[config.mk]
export PLATFORM = sky130hd
export DESIGN_NAME = serial_subtractor
export DESIGN_NICKNAME = d
export VERILOG_FILES = /design/src/rtl/serial_subtractor.sv
export SDC_FILE = /design/constraint.sdc
export NUM_CORES = 1
export LEC_CHECK = 0
export BUFFER_PORTS_ARGS = -buffer_cell sky130_fd_sc_hd__buf_2
export CAP_MARGIN = 20
export CORE_MARGIN = 2
export CORE_UTILIZATION = 50
export DETAILED_ROUTE_END_ITERATION = 7
export PLACE_DENSITY = 0.73
export SLEW_MARGIN = 0
export SYNTH_ARGS = -nofsm -noshare
export SYNTH_HDL_FRONTEND = slang
export SYNTH_SLANG_ARGS = --single-unit
[constraint.sdc]
create_clock -name clk -period 1.9 [get_ports clk]
set_clock_uncertainty 0.2 [all_clocks]
set_input_delay 0.095 -clock clk [delete_from_list [all_inputs] [get_ports clk]]
set_output_delay 0.095 -clock clk [all_outputs]
set_load 0.005 [all_outputs]
[src/rtl/serial_subtractor.sv]
// rtl/serial_subtractor.sv - bit-serial A - B - borrowin using one full-adder cell
// Computes A + ~B + ~borrowin LSB-first; busy/done/result/flags are all registered.
module serial_subtractor #(
    parameter int NUMBITS = 16
) (
    input  logic               clk,
    input  logic               rst,
    input  logic               start,
    input  logic [NUMBITS-1:0] A,
    input  logic [NUMBITS-1:0] B,
    input  logic               borrowin,
    output logic [NUMBITS-1:0] result,
    output logic               borrowout,
    output logic               overflow,
    output logic               busy,
    output logic               done
);
    localparam int CW = (NUMBITS > 1) ? $clog2(NUMBITS) : 1;
    localparam logic [CW-1:0] LAST = CW'(NUMBITS - 1);

    typedef enum logic [1:0] {
        IDLE = 2'd0,
        RUN  = 2'd1,
        DONE = 2'd2
    } state_t;

    state_t             state_q, state_d;
    logic [CW-1:0]      cnt_q, cnt_d;
    logic               c_q, c_d;
    logic [NUMBITS-1:0] sa_q, sa_d;
    logic [NUMBITS-1:0] sb_q, sb_d;
    logic [NUMBITS-1:0] diff_q, diff_d;
    logic               ovf_q, ovf_d;
    logic [NUMBITS-1:0] result_q, result_d;
    logic               borrowout_q, borrowout_d;
    logic               overflow_q, overflow_d;
    logic               busy_q, busy_d;
    logic               done_q, done_d;

    logic a_bit, nb_bit, sum_bit, carry_next;

    // The single full-adder cell, fed with the inverted subtrahend bit.
    always_comb begin
        a_bit      = sa_q[0];
        nb_bit     = ~sb_q[0];
        sum_bit    = a_bit ^ nb_bit ^ c_q;
        carry_next = (a_bit & nb_bit) | (a_bit & c_q) | (nb_bit & c_q);
    end

    always_comb begin
        state_d     = state_q;
        cnt_d       = cnt_q;
        c_d         = c_q;
        sa_d        = sa_q;
        sb_d        = sb_q;
        diff_d      = diff_q;
        ovf_d       = ovf_q;
        result_d    = result_q;
        borrowout_d = borrowout_q;
        overflow_d  = overflow_q;
        busy_d      = (state_q == RUN);
        done_d      = 1'b0;

        case (state_q)
            IDLE: begin
                if (start) begin
                    sa_d    = A;
                    sb_d    = B;
                    c_d     = ~borrowin;
                    cnt_d   = '0;
                    diff_d  = '0;
                    ovf_d   = 1'b0;
                    state_d = RUN;
                end
            end
            RUN: begin
                diff_d = {sum_bit, diff_q[NUMBITS-1:1]};
                sa_d   = sa_q >> 1;
                sb_d   = sb_q >> 1;
                c_d    = carry_next;
                cnt_d  = cnt_q + CW'(1);
                if (cnt_q == LAST) begin
                    // Carry into the MSB vs carry out of it.
                    ovf_d   = c_q ^ carry_next;
                    state_d = DONE;
                end
            end
            DONE: begin
                result_d    = diff_q;
                borrowout_d = ~c_q;
                overflow_d  = ovf_q;
                done_d      = 1'b1;
                state_d     = IDLE;
            end
            default: state_d = IDLE;
        endcase
    end

    always_ff @(posedge clk) begin
        if (rst) begin
            state_q     <= IDLE;
            cnt_q       <= '0;
            c_q         <= 1'b0;
            sa_q        <= '0;
            sb_q        <= '0;
            diff_q      <= '0;
            ovf_q       <= 1'b0;
            result_q    <= '0;
            borrowout_q <= 1'b0;
            overflow_q  <= 1'b0;
            busy_q      <= 1'b0;
            done_q      <= 1'b0;
        end else begin
            state_q     <= state_d;
            cnt_q       <= cnt_d;
            c_q         <= c_d;
            sa_q        <= sa_d;
            sb_q        <= sb_d;
            diff_q      <= diff_d;
            ovf_q       <= ovf_d;
            result_q    <= result_d;
            borrowout_q <= borrowout_d;
            overflow_q  <= overflow_d;
            busy_q      <= busy_d;
            done_q      <= done_d;
        end
    end

    assign result    = result_q;
    assign borrowout = borrowout_q;
    assign overflow  = overflow_q;
    assign busy      = busy_q;
    assign done      = done_q;
endmodule

==> impl_metrics.ini, run 1 <==
[status]
status = finished, final reports clean

[placed_design]
io_buffers = 55
placedCellCount = 443
dp_hpwl_um = 4060
globalplace.congestion = 0.765

[run]
drv_cap = 0

[clocking]
cts-root-buf = clkbuf_8
cts_max_level = 3
cts-resized-gates = 0
clkSlewWorstSetupHoldPaths_ns = 0.08
post_cts_buffers = 0
cts_tree = done
cts-buffers-inserted = 9
clockBufferDepth = 2
clock_latency_ns = 0.34
cts_sinks = 76

[setup_path]
critPathLaunchType = register
end_kind = register
worst-setup-path-type = register to register
r2r_end = sb_q[3]
reg2regPathDepth = 4
cp-endpoint = sb_q[3]
worstPathArrival_ns = 1.74
rr_startpoint = state_q[0]
reg2reg_setup_slack_ns = 0.22
critical_path_peak_fanout = 24
required_ns = 1.96
startpoint = state_q[0]

[sta]
max_clock_freq_mhz = 595
setup_viol = 0
finalSetupTns_ns = 0
timing.hold.ws_ns = 0.0973
finalCritPeriodShare_pct = 88.5
slew_headroom_pct = 69.6
hold_viol = 0
tightest_slew_ns = 0.455
drv_slew = 0
timing.final.crit_period_ns = 1.68
rsz0062_at_grt = false

[synth]
synth_edf_count = 0
avgSynthCellArea_um2 = 9.45
yosysSeqAreaShare_pct = 48.5
synth_seq_cells = 76
synth.yosys.warnings = 0
synth.cell_area_mm2 = 0.00314
async_flop_share_pct = 0
syn_inst = 332
synth_flop_cell = dfxtp_1
syn_nets = 370
synthDistinctLibCells = 37

[detailed_routing]
ant_nets = 0
viasPerCell = 5.38
drtPass1Iterations = 4
drt-initial-drc-count = 132
routedWlPerCell_um = 13.6
routed_wl_um = 6670
via_count = 2641
drc = 0

[pwr]
clkPwrFrac_pct = 34.9
power_density_mw_per_mm2 = 840
vdd_drop_max_mv = 0.641
pwr-share-seq_pct = 52.3
finalPower_uw = 3280
combPwrFrac_pct = 12.8
swShare_pct = 25.1
static-leakage-power_uw = 0.00159
switchingPower_uw = 823
cell_internal_pwr_uw = 2460

[grt]
grt_pass1_wl_um = 11400
antenna_found_initial = 0
grt_overflow = 0
grt_use_total_pct = 20.0
grt_pass1_vias = 2562
grt_max_degree = 26

[die]
fp.coreArea_mm2 = 0.00599
die_h_um = 83.2
initial_core_util_pct = 52.4
num_rows = 28
die_area_mm2 = 0.00692
die_w_um = 83.2
io_pins = 56

[cells_and_area]
final_common_cell = dfxtp_1
mostFrequentLayoutCells = dfxtp_1 (76), nor2_1 (56), buf_2 (55), nand2_1 (40), dlygate4sd3_1 (34)
diodes = 0
num-nets-final = 451
stdcell_count = 491
synthToLayoutAreaGrowth_pct = 24.7
drive_above_1_share_pct = 24.3

[hold_path]
min_path_type = primary input to register
hold_path.startpoint = start
==> cells by family (layout without fill, tap and decap cells) <==
family,count (synthesis),after routing,synth area share [%]
buffers and inverters,33,117,6.94
adders and majority gates,2,2,1.04
xor gates and xnor gates,1,1,0.279
AOI/OAI and AO/OA,109,109,28.1
and+or+nand+nor,111,111,15.2
DFF,76,76,48.5
==> critical path, stage by stage, from the launching register on <==
cell and delay, ns:
dfxtp_1 0.57, o21ba_1 0.23, buf_4 0.28, nor2_1 0.09, a211oi_1 0.22
==> cell usage after synthesis (2+ instances only) <==
cell type  instances  area share (%)
dfxtp_1           76              49
nor2_1            56             6.7
nand2_1           40             4.8
a21oi_1           27             4.3
o2bb2ai_1         20             5.6
a22o_1            17             4.7
a211oi_1          16             3.8
a211oi_2          16             6.4
buf_2              9             1.4
buf_6              9             3.2
o22ai_1            5             1.0
buf_4              4            0.96
clkbuf_1           4            0.48
buf_1              3            0.36
a22oi_1            2            0.48
inv_1              2            0.24
nand2b_1           2            0.40
nand3_1            2            0.32
nor3_1             2            0.32
o211ai_1           2            0.48
or3_1              2            0.40
==> power by group through the flow <==
stage / registers [µW] / logic, µW / clock network, µW
global route: 1730 / 467 / 1230
CTS: 1720 / 421 / 1170
floorplan: 1740 / 299 / 0
detailed placement: 1750 / 367 / 0
global placement: 1750 / 357 / 0
finish: 1720 / 420 / 1140
==> how the worst min path moves through the flow <==
stage / end / slack (ns) / cells past startpoint
after detailed placement: sa_q[15] / 0.15 / 3
final: state_q[0] / 0.1 / 4
after global placement: sa_q[15] / 0.14 / 3
after global routing: state_q[0] / 0.12 / 4
after floorplan: sa_q[15] / 0.04 / 2
after CTS: state_q[0] / 0.08 / 4
==> per-layer routing <==
metal	vias up	share of wire [%]	GRT usage (%)
met5	-	0	0
met1	1240	45	22.9
met4	0	1.5	6.56
met2	54	49	35.6
li1	1337	-	-
met3	10	3.9	5.96
==> layout make-up <==
cell class	count	area [µm²]
sequential	76	1520
timing repair buffer	99	703
inverter	4	15.0
fill	500	2080
clock inverter	5	55.1
clock buffer	9	124
multi-input combinational	223	1400
tap	75	93.8
==> flip-flops by register name, indices dropped and copies added (netlist names) <==
register and flops:
state_q 2, borrowout 1, cnt_q 4, sb_q 16, result 16, done 1
diff_q 16, overflow 1, sa_q 16, busy 1, c_q 1, ovf_q 1
==> per-stage QoR <==
stage	area [µm²]	util (%)	worst slack, ns
5_1_grt	3910	65.3	0.0821
3_5_place_dp	3390	56.6	0.209
4_1_cts	3910	65.3	0.200
2_1_floorplan	3140	-	0.305
6_report	3910	65.3	0.218
3_3_place_gp	3390	56.6	0.276
==> what timing repair did <==
action / CTS / global route
hold buffers: 34 / 0
endpoints found under the setup margin: 0 / 0
endpoints found under the hold margin: 47 / 0
(Power assumes the default switching activity.)
==> run 2: changes to the inputs <==
CELL_PAD_IN_SITES_DETAIL_PLACEMENT = 1   (was unset)
CELL_PAD_IN_SITES_GLOBAL_PLACEMENT = 1   (was unset)
CORE_UTILIZATION = 42   (was 50)
PLACE_DENSITY = unset   (was 0.73)
PLACE_DENSITY_LB_ADDON = 0.1   (was unset)
==> run 2 against run 1 <==
  * Sequential cell count unchanged
  * First-iteration DRC count increased by 5.3%
  * Worst setup slack got worse by 0.030 ns
  * Die area increased by 18%
  * Fmax decreased by 1.7%
==> impl_metrics.ini, run 2 (synthesis results as in run 1) <==
[status]
status = finished, final reports clean

[run]
drv_cap = 0

[cells_and_area]
diodes = 0
num-nets-final = 456
final_common_cell = dfxtp_1
stdcell_count = 522
synthToLayoutAreaGrowth_pct = 26.7
mostFrequentLayoutCells = dfxtp_1 (76), nor2_1 (56), buf_2 (55), nand2_1 (40), dlygate4sd3_1 (34)
drive_above_1_share_pct = 25.5
nFillCells = 844
seq_area_mm2 = 0.00152
multiInputGateArea_mm2 = 0.00140

[sta]
tightest_slew_ns = 0.527
max_clock_freq_mhz = 584
slew_headroom_pct = 64.8
drv_slew = 0
hold_viol = 0
finalSetupTns_ns = 0
finalCritPeriodShare_pct = 90.1
setup_viol = 0
timing.hold.ws_ns = 0.0867
timing.final.crit_period_ns = 1.71
rsz0062_at_grt = false

[detailed_routing]
viasPerCell = 5.17
ant_nets = 0
routedWlPerCell_um = 15.0
met2_length_um = 3730
routed_wl_um = 7810
drtPass1Iterations = 4
drc = 0
drt-initial-drc-count = 139
wl_met3_um = 223
highest_layer = met4
wl_met1_um = 3730
via_count = 2699

[placed_design]
io_buffers = 55
placedCellCount = 472
dp_hpwl_um = 4840
globalplace.congestion = 0.728

[clocking]
cts_tree = done
cts-resized-gates = 0
clockBufferDepth = 2
cts-root-buf = clkbuf_8
cts_max_level = 3
cts_sinks = 76
clock_latency_ns = 0.35
clkSlewWorstSetupHoldPaths_ns = 0.09
cts-buffers-inserted = 9

[grt]
grt_max_degree = 29
grt_use_total_pct = 20.5
grt_pass1_wl_um = 13700
grt_pass1_vias = 2751
antenna_found_initial = 0
grt_overflow = 0

[setup_path]
critical_path_peak_fanout = 28
worstPathArrival_ns = 1.77
path_buf_inv = 1
worst-setup-path-type = register to register
slowest_delay_ns = 0.52
end_kind = register
cp.depth = 4
reg2regPathDepth = 4
cp_slowest_cell = dfxtp_1
cpLargestDelayFamily = flip-flops
critPathLaunchType = register
path_cells = o21ba_1 > buf_4 > nor2_1 > a211oi_1
required_ns = 1.96

[hold_path]
hold_depth = 3
min_path_type = primary input to register

[pwr]
cell_internal_pwr_uw = 2380
combPwrFrac_pct = 13.0
vdd_drop_max_mv = 0.383
swShare_pct = 28.9
switchingPower_uw = 966
power_density_mw_per_mm2 = 842
pwr-share-seq_pct = 51.4
static-leakage-power_uw = 0.00162
clkPwrFrac_pct = 35.6

[die]
die_w_um = 90.4
fp.coreArea_mm2 = 0.00725
initial_core_util_pct = 43.2
die_area_mm2 = 0.00818
num_rows = 31
die_h_um = 90.4
io_pins = 56
==> run 2: cell types whose count changed in the layout (fill, tap and decap cells not counted), sizes merged <==
cell,delta
buf,+5
inv,+4
bufinv,-1
clkinvlp,-1
==> run 2: worst min-delay path, cell delays in order <==
cell       delay, ns
buf_2           0.27
o2bb2ai_1       0.16
a211oi_1        0.06
==> run 2: stage by stage <==
stage                     total power, µW  setup WS (ns)  area (µm²)  utilization, %
final                                3350          0.189        3980            54.8
after global placement               2120          0.276        3450            47.5
after floorplan                      2040          0.305        3140               -
after CTS                            3380          0.166        3980            54.8
after global routing                 3510         0.0267        3980            54.8
after detailed placement             2140          0.225        3450            47.5
==> run 2: what timing repair did <==
action	4_1_cts	5_1_grt
hold buffers	34	0
hold endpoints to repair	36	0
buffers inserted	0	0
==> run 2: layer usage <==
layer  up-vias  GRT usage, %
li1       1349             -
met1      1288          26.7
met2        48          33.9
met3        14          4.76
met4         0          6.54
met5         -             0
==> run 2: final cells by class <==
type                    instances  area share (%)
clock buffers                   9            3.12
clock inverters                 7            1.64
inverters                       4           0.378
multi-input cells             223            35.2
flip-flops and latches         76            38.3
well taps                      99            3.12
repair buffers                104            18.3
==> run 2: power groups by stage <==
stage	registers, µW	logic [µW]	clock network [µW]
finish	1720	435	1190
global route	1730	483	1290
CTS	1720	436	1230
detailed placement	1750	382	0
global placement	1750	370	0
floorplan	1740	299	0
==> run 2: final timing paths <==
kind                endpoint        from  slack (ns)
setup / recovery     sa_q[6]  state_q[0]        0.19
setup reg to reg     sa_q[6]  state_q[0]        0.19
hold reg to reg   result[10]  result[10]        0.26
hold / removal       sb_q[5]       start        0.09
